## src/rtl/packet_read_align_pkg.sv

```systemverilog
// Shared size codes, FSM state encoding and small helpers for the packet read stage.
package packet_read_align_pkg;

    localparam logic [1:0] PKT_SZ_B = 2'b00;
    localparam logic [1:0] PKT_SZ_H = 2'b01;
    localparam logic [1:0] PKT_SZ_W = 2'b10;

    typedef enum logic [1:0] {
        PRA_IDLE = 2'd0,
        PRA_RD0  = 2'd1,
        PRA_RD1  = 2'd2
    } pra_state_e;

    // Size code 11 behaves as a word everywhere.
    function automatic logic is_straddle(input logic [1:0] size, input logic [1:0] offset);
        case (size)
            PKT_SZ_B: return 1'b0;
            PKT_SZ_H: return (offset == 2'd3);
            default:  return (offset != 2'd0);
        endcase
    endfunction

    function automatic logic [2:0] size_nbytes(input logic [1:0] size);
        case (size)
            PKT_SZ_B: return 3'd1;
            PKT_SZ_H: return 3'd2;
            default:  return 3'd4;
        endcase
    endfunction

endpackage

```

## src/rtl/packet_read_align_extract.sv

```systemverilog
// Combinational big-endian byte extraction: shift {w0,w1} left by the byte offset,
// keep the top 1/2/4 bytes and zero-extend to 32 bits.
module packet_byte_extract
    import packet_read_align_pkg::*;
(
    input  logic [63:0] words_i,
    input  logic [1:0]  offset_i,
    input  logic [1:0]  size_i,
    output logic [31:0] result_o
);

    logic [63:0] shifted;

    assign shifted = words_i << {offset_i, 3'b000};

    always_comb begin
        result_o = 32'h0;
        case (size_i)
            PKT_SZ_B: result_o = {24'h0, shifted[63:56]};
            PKT_SZ_H: result_o = {16'h0, shifted[63:48]};
            default:  result_o = shifted[63:32];
        endcase
    end

endmodule

```

## src/rtl/packet_read_align.sv

```systemverilog
// Byte-addressed packet buffer read stage with straddle handling.
// Optional bounds check against packet_len when PACKET_BOUNDS_CHECK_EN is defined.
module packet_read_align
    import packet_read_align_pkg::*;
#(
    parameter int BYTE_ADDR_WIDTH = 12,
    parameter int PLEN_WIDTH      = 32
) (
    input  logic                         clk,
    input  logic                         rst,
    input  logic                         rd_en,
    input  logic [BYTE_ADDR_WIDTH-1:0]   rd_addr,
    input  logic [1:0]                   rd_size,
    input  logic [PLEN_WIDTH-1:0]        packet_len,
    output logic                         busy,
    output logic                         mem_rd_en,
    output logic [BYTE_ADDR_WIDTH-3:0]   mem_addr,
    input  logic [31:0]                  mem_rdata,
    output logic [31:0]                  packet_data,
    output logic                         data_vld,
    output logic                         oob
);

    localparam int WAW = BYTE_ADDR_WIDTH - 2;
    localparam int EW  = PLEN_WIDTH + 1;

    pra_state_e      state_q, state_d;
    logic [1:0]      off_q, off_d;
    logic [1:0]      size_q, size_d;
    logic [WAW-1:0]  waddr_q, waddr_d;
    logic [31:0]     w0_q, w0_d;
    logic [31:0]     data_q, data_d;
    logic            vld_q, vld_d;
    logic            oob_q, oob_d;

    logic            accept;
    logic            req_oob;
    logic [63:0]     ext_words;
    logic [31:0]     ext_result;

    assign accept = rd_en && (state_q == PRA_IDLE);

`ifdef PACKET_BOUNDS_CHECK_EN
    logic [EW-1:0] end_addr;
    assign end_addr = EW'(rd_addr) + EW'(size_nbytes(rd_size));
    assign req_oob  = (end_addr > {1'b0, packet_len});
`else
    logic unused_plen;
    assign unused_plen = ^packet_len;
    assign req_oob     = 1'b0;
`endif

    // Second word only exists in RD1; otherwise the low half is zero.
    assign ext_words = (state_q == PRA_RD1) ? {w0_q, mem_rdata} : {mem_rdata, 32'h0};

    packet_byte_extract u_extract (
        .words_i  (ext_words),
        .offset_i (off_q),
        .size_i   (size_q),
        .result_o (ext_result)
    );

    always_comb begin
        state_d   = state_q;
        off_d     = off_q;
        size_d    = size_q;
        waddr_d   = waddr_q;
        w0_d      = w0_q;
        data_d    = data_q;
        vld_d     = 1'b0;
        oob_d     = 1'b0;
        mem_rd_en = 1'b0;
        mem_addr  = '0;

        case (state_q)
            PRA_IDLE: begin
                if (accept) begin
                    off_d   = rd_addr[1:0];
                    size_d  = rd_size;
                    waddr_d = rd_addr[BYTE_ADDR_WIDTH-1:2];
                    state_d = PRA_RD0;
                    // Out-of-bounds requests answer one cycle early without touching memory.
                    if (req_oob) begin
                        data_d = 32'h0;
                        vld_d  = 1'b1;
                        oob_d  = 1'b1;
                    end else begin
                        mem_rd_en = 1'b1;
                        mem_addr  = rd_addr[BYTE_ADDR_WIDTH-1:2];
                    end
                end
            end
            PRA_RD0: begin
                if (oob_q) begin
                    state_d = PRA_IDLE;
                end else if (is_straddle(size_q, off_q)) begin
                    w0_d      = mem_rdata;
                    mem_rd_en = 1'b1;
                    mem_addr  = waddr_q + WAW'(1);
                    state_d   = PRA_RD1;
                end else begin
                    data_d  = ext_result;
                    vld_d   = 1'b1;
                    state_d = PRA_IDLE;
                end
            end
            PRA_RD1: begin
                data_d  = ext_result;
                vld_d   = 1'b1;
                state_d = PRA_IDLE;
            end
            default: state_d = PRA_IDLE;
        endcase

        if (rst) begin
            mem_rd_en = 1'b0;
            mem_addr  = '0;
        end
    end

    always_ff @(posedge clk) begin
        if (rst) begin
            state_q <= PRA_IDLE;
        end else begin
            state_q <= state_d;
        end
    end

    always_ff @(posedge clk) begin
        if (rst) begin
            off_q   <= 2'd0;
            size_q  <= PKT_SZ_B;
            waddr_q <= '0;
            w0_q    <= 32'h0;
            data_q  <= 32'h0;
            vld_q   <= 1'b0;
            oob_q   <= 1'b0;
        end else begin
            off_q   <= off_d;
            size_q  <= size_d;
            waddr_q <= waddr_d;
            w0_q    <= w0_d;
            data_q  <= data_d;
            vld_q   <= vld_d;
            oob_q   <= oob_d;
        end
    end

    assign busy        = (state_q != PRA_IDLE);
    assign packet_data = data_q;
    assign data_vld    = vld_q;
    assign oob         = oob_q;

endmodule

```

## config.mk

```make
export PLATFORM = sky130hd
export DESIGN_NAME = packet_read_align
export DESIGN_NICKNAME = d
export VERILOG_FILES = /design/src/rtl/packet_read_align_pkg.sv /design/src/rtl/packet_read_align_extract.sv /design/src/rtl/packet_read_align.sv
export SDC_FILE = /design/constraint.sdc
export NUM_CORES = 1
export LEC_CHECK = 0
export BUFFER_PORTS_ARGS = -buffer_cell sky130_fd_sc_hd__buf_2
export CORE_ASPECT_RATIO = 1.75
export CORE_MARGIN = 4
export CORE_UTILIZATION = 28
export CTS_BUF_LIST = sky130_fd_sc_hd__clkbuf_16
export DETAILED_ROUTE_END_ITERATION = 12
export GPL_TIMING_DRIVEN = 0
export SLEW_MARGIN = 20
export SYNTH_ARGS = -nofsm -noshare
export SYNTH_HDL_FRONTEND = slang
export SYNTH_SLANG_ARGS = --single-unit
```

## constraint.sdc

```tcl
create_clock -name clk -period 2.6 [get_ports clk]
set_input_delay 0.13 -clock clk [delete_from_list [all_inputs] [get_ports clk]]
set_output_delay 0.13 -clock clk [all_outputs]
set_load 0.01 [all_outputs]
```

==> impl_metrics.toml <==
[outcome]
status = "completed"

[synth]
yosysWarnings = 0
synth_top_family_by_area = "compound AO/OA/AOI/OAI gates"
ys_top_cells_by_count = "129 x nand2_1, 81 x dfxtp_1, 70 x a21oi_1"
ys_ff_latch = 81
avgSynthCellArea_sq_um = 7.98
synthesis.area_sq_um = 4580
syn_inst = 574
ys_seq_area_share_pct = 35.4
synth-xor-area-share_pct = 1.53
ys_types = 42
synth_compound_area_share_pct = 22.1
synth-simple-area-share_pct = 17.5
yosysMostFrequentCell = "nand2_1"
muxShareOfSynthArea_pct = 16.5
ys_async_sr_fraction_pct = 0
syn-num-nets = 660
synth_top_cell_by_area = "dfxtp_1"
synth_fa_ha_area_share_pct = 1.37
synth_edf_count = 0
synth_ff_type = "dfxtp_1"
ys_top_cells_by_area = "dfxtp_1 35%, nand2_1 11%, mux2_2 9.3%"
synth_top_area_share_pct = 35.4

[drt]
wl_um = 17400
vias = 4723
drc_errors = 0
ant_nets = 0
drt_iter0_markers = 391
wl_per_cell_um = 19.9
firstDrtPassIters = 5
vias_per_cell = 5.42

[run]
cap_viol_max_count = 0

[cts]
clock_path_buffers = 2
htree_levels = 3
cts_setup_buffers = 0
root_buffer = "clkbuf_16"
clock_sinks = 81
cts_made_buffers = 9
clk_pin_slew_ns = 0.07
clkLatencyLatePin_ns = 0.34
cts_tree = "built"

[power]
power_density_nw_per_um2 = 626
p_int_w = 0.00256
power_leakage_nw = 2.22
p_clk_share_pct = 45.2
power_w = 0.00354
comb_power_share_pct = 17.4
p_sw_w = 0.000982
ir_worst_vdd_mv = 0.402
p_sw_share_pct = 27.7
seqPwrFrac_pct = 37.4

[layout]
area_growth_pct = 23.5
finalNetCount = 764
drive_gt1_share_pct = 26.5
fin_util_pct = 35.5
antenna_cells = 0

[timing]
tightest_slew_ns = 0.688
rsz0062_at_grt = "no"
finalSetupViolCount = 0
slew_headroom_pct = 53.9
hold-worst-slack_ns = 0.0365
final.setup.tns_ns = 0
skew_ns = 0.0102
period_share_pct = 94.4
finalHoldViolations = 0
max_freq_mhz = 408
maxSlewViolCount = 0
fin_crit_ns = 2.45

[min_path]
hold_path_end = "size_q[0]"
hold_start = "rd_size[0]"
hp-class = "in2reg"
holdPathStages = 3

[placement]
hpwlAfterDp_um = 13300
numPortBuffers = 93
routabilityCongestion = 0.958

[setup_path]
ff2ff_path_depth = 9
endpoint_kind = "register"
reg2reg_to = "packet_data[3]"
crit-reg2reg-launch = "state_q[0]"
rrSetupSlack_ns = 0.15
crit_fanout = 10
arrival_ns = 2.67
path_class = "reg2reg"
worstPathRequired_ns = 2.82
start_kind = "register"

[global_route]
grt_max_degree = 16
antenna_found_initial = 1
gr-usage-all-layers_pct = 18.7
grt-ovfl-total = 0
grt_pass1_wl_um = 26300
grt_pass1_vias = 4605

[floorplanning]
die_h_um = 177
die_w_um = 105
rows = 61
initial_utilization_pct = 28.7
pin_count = 127
core_area_sq_um = 16000
dieArea_sq_um = 18600
-- what timing repair did --
action	CTS	global route
hold buffers	0	0
gates resized for setup	0	2
setup endpoints to repair	0	1
-- through the flow --
stage	cells	setup WS, ns	cell area [sq um]
global placement	856	0.229	5280
floorplan	574	0.641	4580
global route	872	0.0287	5660
detailed placement	856	0.202	5280
finish	872	0.147	5660
CTS	872	0.206	5660
-- worst max path at each step --
| stage | to | start | slack, ns |
|---|---|---|---|
| floorplan | packet_data[31] | state_q[0] | 0.64 |
| global placement | packet_data[3] | state_q[0] | 0.23 |
| detailed placement | packet_data[3] | state_q[0] | 0.20 |
| CTS | packet_data[3] | state_q[0] | 0.21 |
| global route | packet_data[5] | state_q[0] | 0.03 |
| finish | packet_data[3] | state_q[0] | 0.15 |
-- cells in the final DEF, fill, tap and decap left out, drive strengths merged, types with 20 or more instances in the layout --
cell type / synthesis / layout
mux2: 39 / 39
o22ai: 21 / 21
mux2i: 29 / 29
a22oi: 24 / 24
clkbuf: 26 / 35
nand2: 129 / 129
dfxtp: 81 / 81
a21oi: 70 / 70
nand3: 20 / 20
o21ai: 20 / 20
buf: 22 / 115
nor2: 25 / 25
-- routing by layer --
layer	vias up	share of wire, %	global-route usage (%)
met5	-	0.10	0
met4	2	7.8	13.7
met3	74	5.3	3.29
met2	228	51	33.8
met1	2162	35	19.1
li1	2257	-	-
-- worst max-delay path, cell delays in order (launching register included) --
cell and delay [ns]:
dfxtp_1 0.33, inv_1 0.11, ha_1 0.17, buf_6 0.13
buf_6 0.17, buf_4 0.24, mux2i_1 0.37, o21ai_0 0.15
a221oi_1 0.51, a21oi_1 0.13
-- kinds of logic after synthesis --
kind of cell,Yosys count
DFF,81
xor gates and xnor gates,8
buffers and inverters,54
and+or+nand+nor,193
other,1
adders and majority gates,5
muxes,69
AOI/OAI and AO/OA,163
-- sequential cells by signal (all words and copies together), names as in the netlist --
signal and flops:
packet_data 32, w0_q 32, waddr_q 10, off_q 2, size_q 2, state_q 2
data_vld 1
-- power groups by stage --
| stage | Clock, W | Combinational (W) | Sequential [W] |
|---|---|---|---|
| finish | 0.00160 | 0.000617 | 0.00133 |
| global route | 0.00167 | 0.000666 | 0.00133 |
| CTS | 0.00162 | 0.000607 | 0.00133 |
| detailed placement | 0 | 0.000604 | 0.00135 |
| global placement | 0 | 0.000603 | 0.00135 |
| floorplan | 0 | 0.000353 | 0.00135 |
-- final cells by class --
type	count	area [sq um]
Buffer	48	234
Clock buffer	9	225
Clock inverter	7	146
Fill cell	1692	10300
Inverter	6	22.5
Multi-Input combinational cell	439	2710
Sequential cell	81	1620
Tap cell	189	236
Timing Repair Buffer	93	465
(Power assumes the default switching activity.)
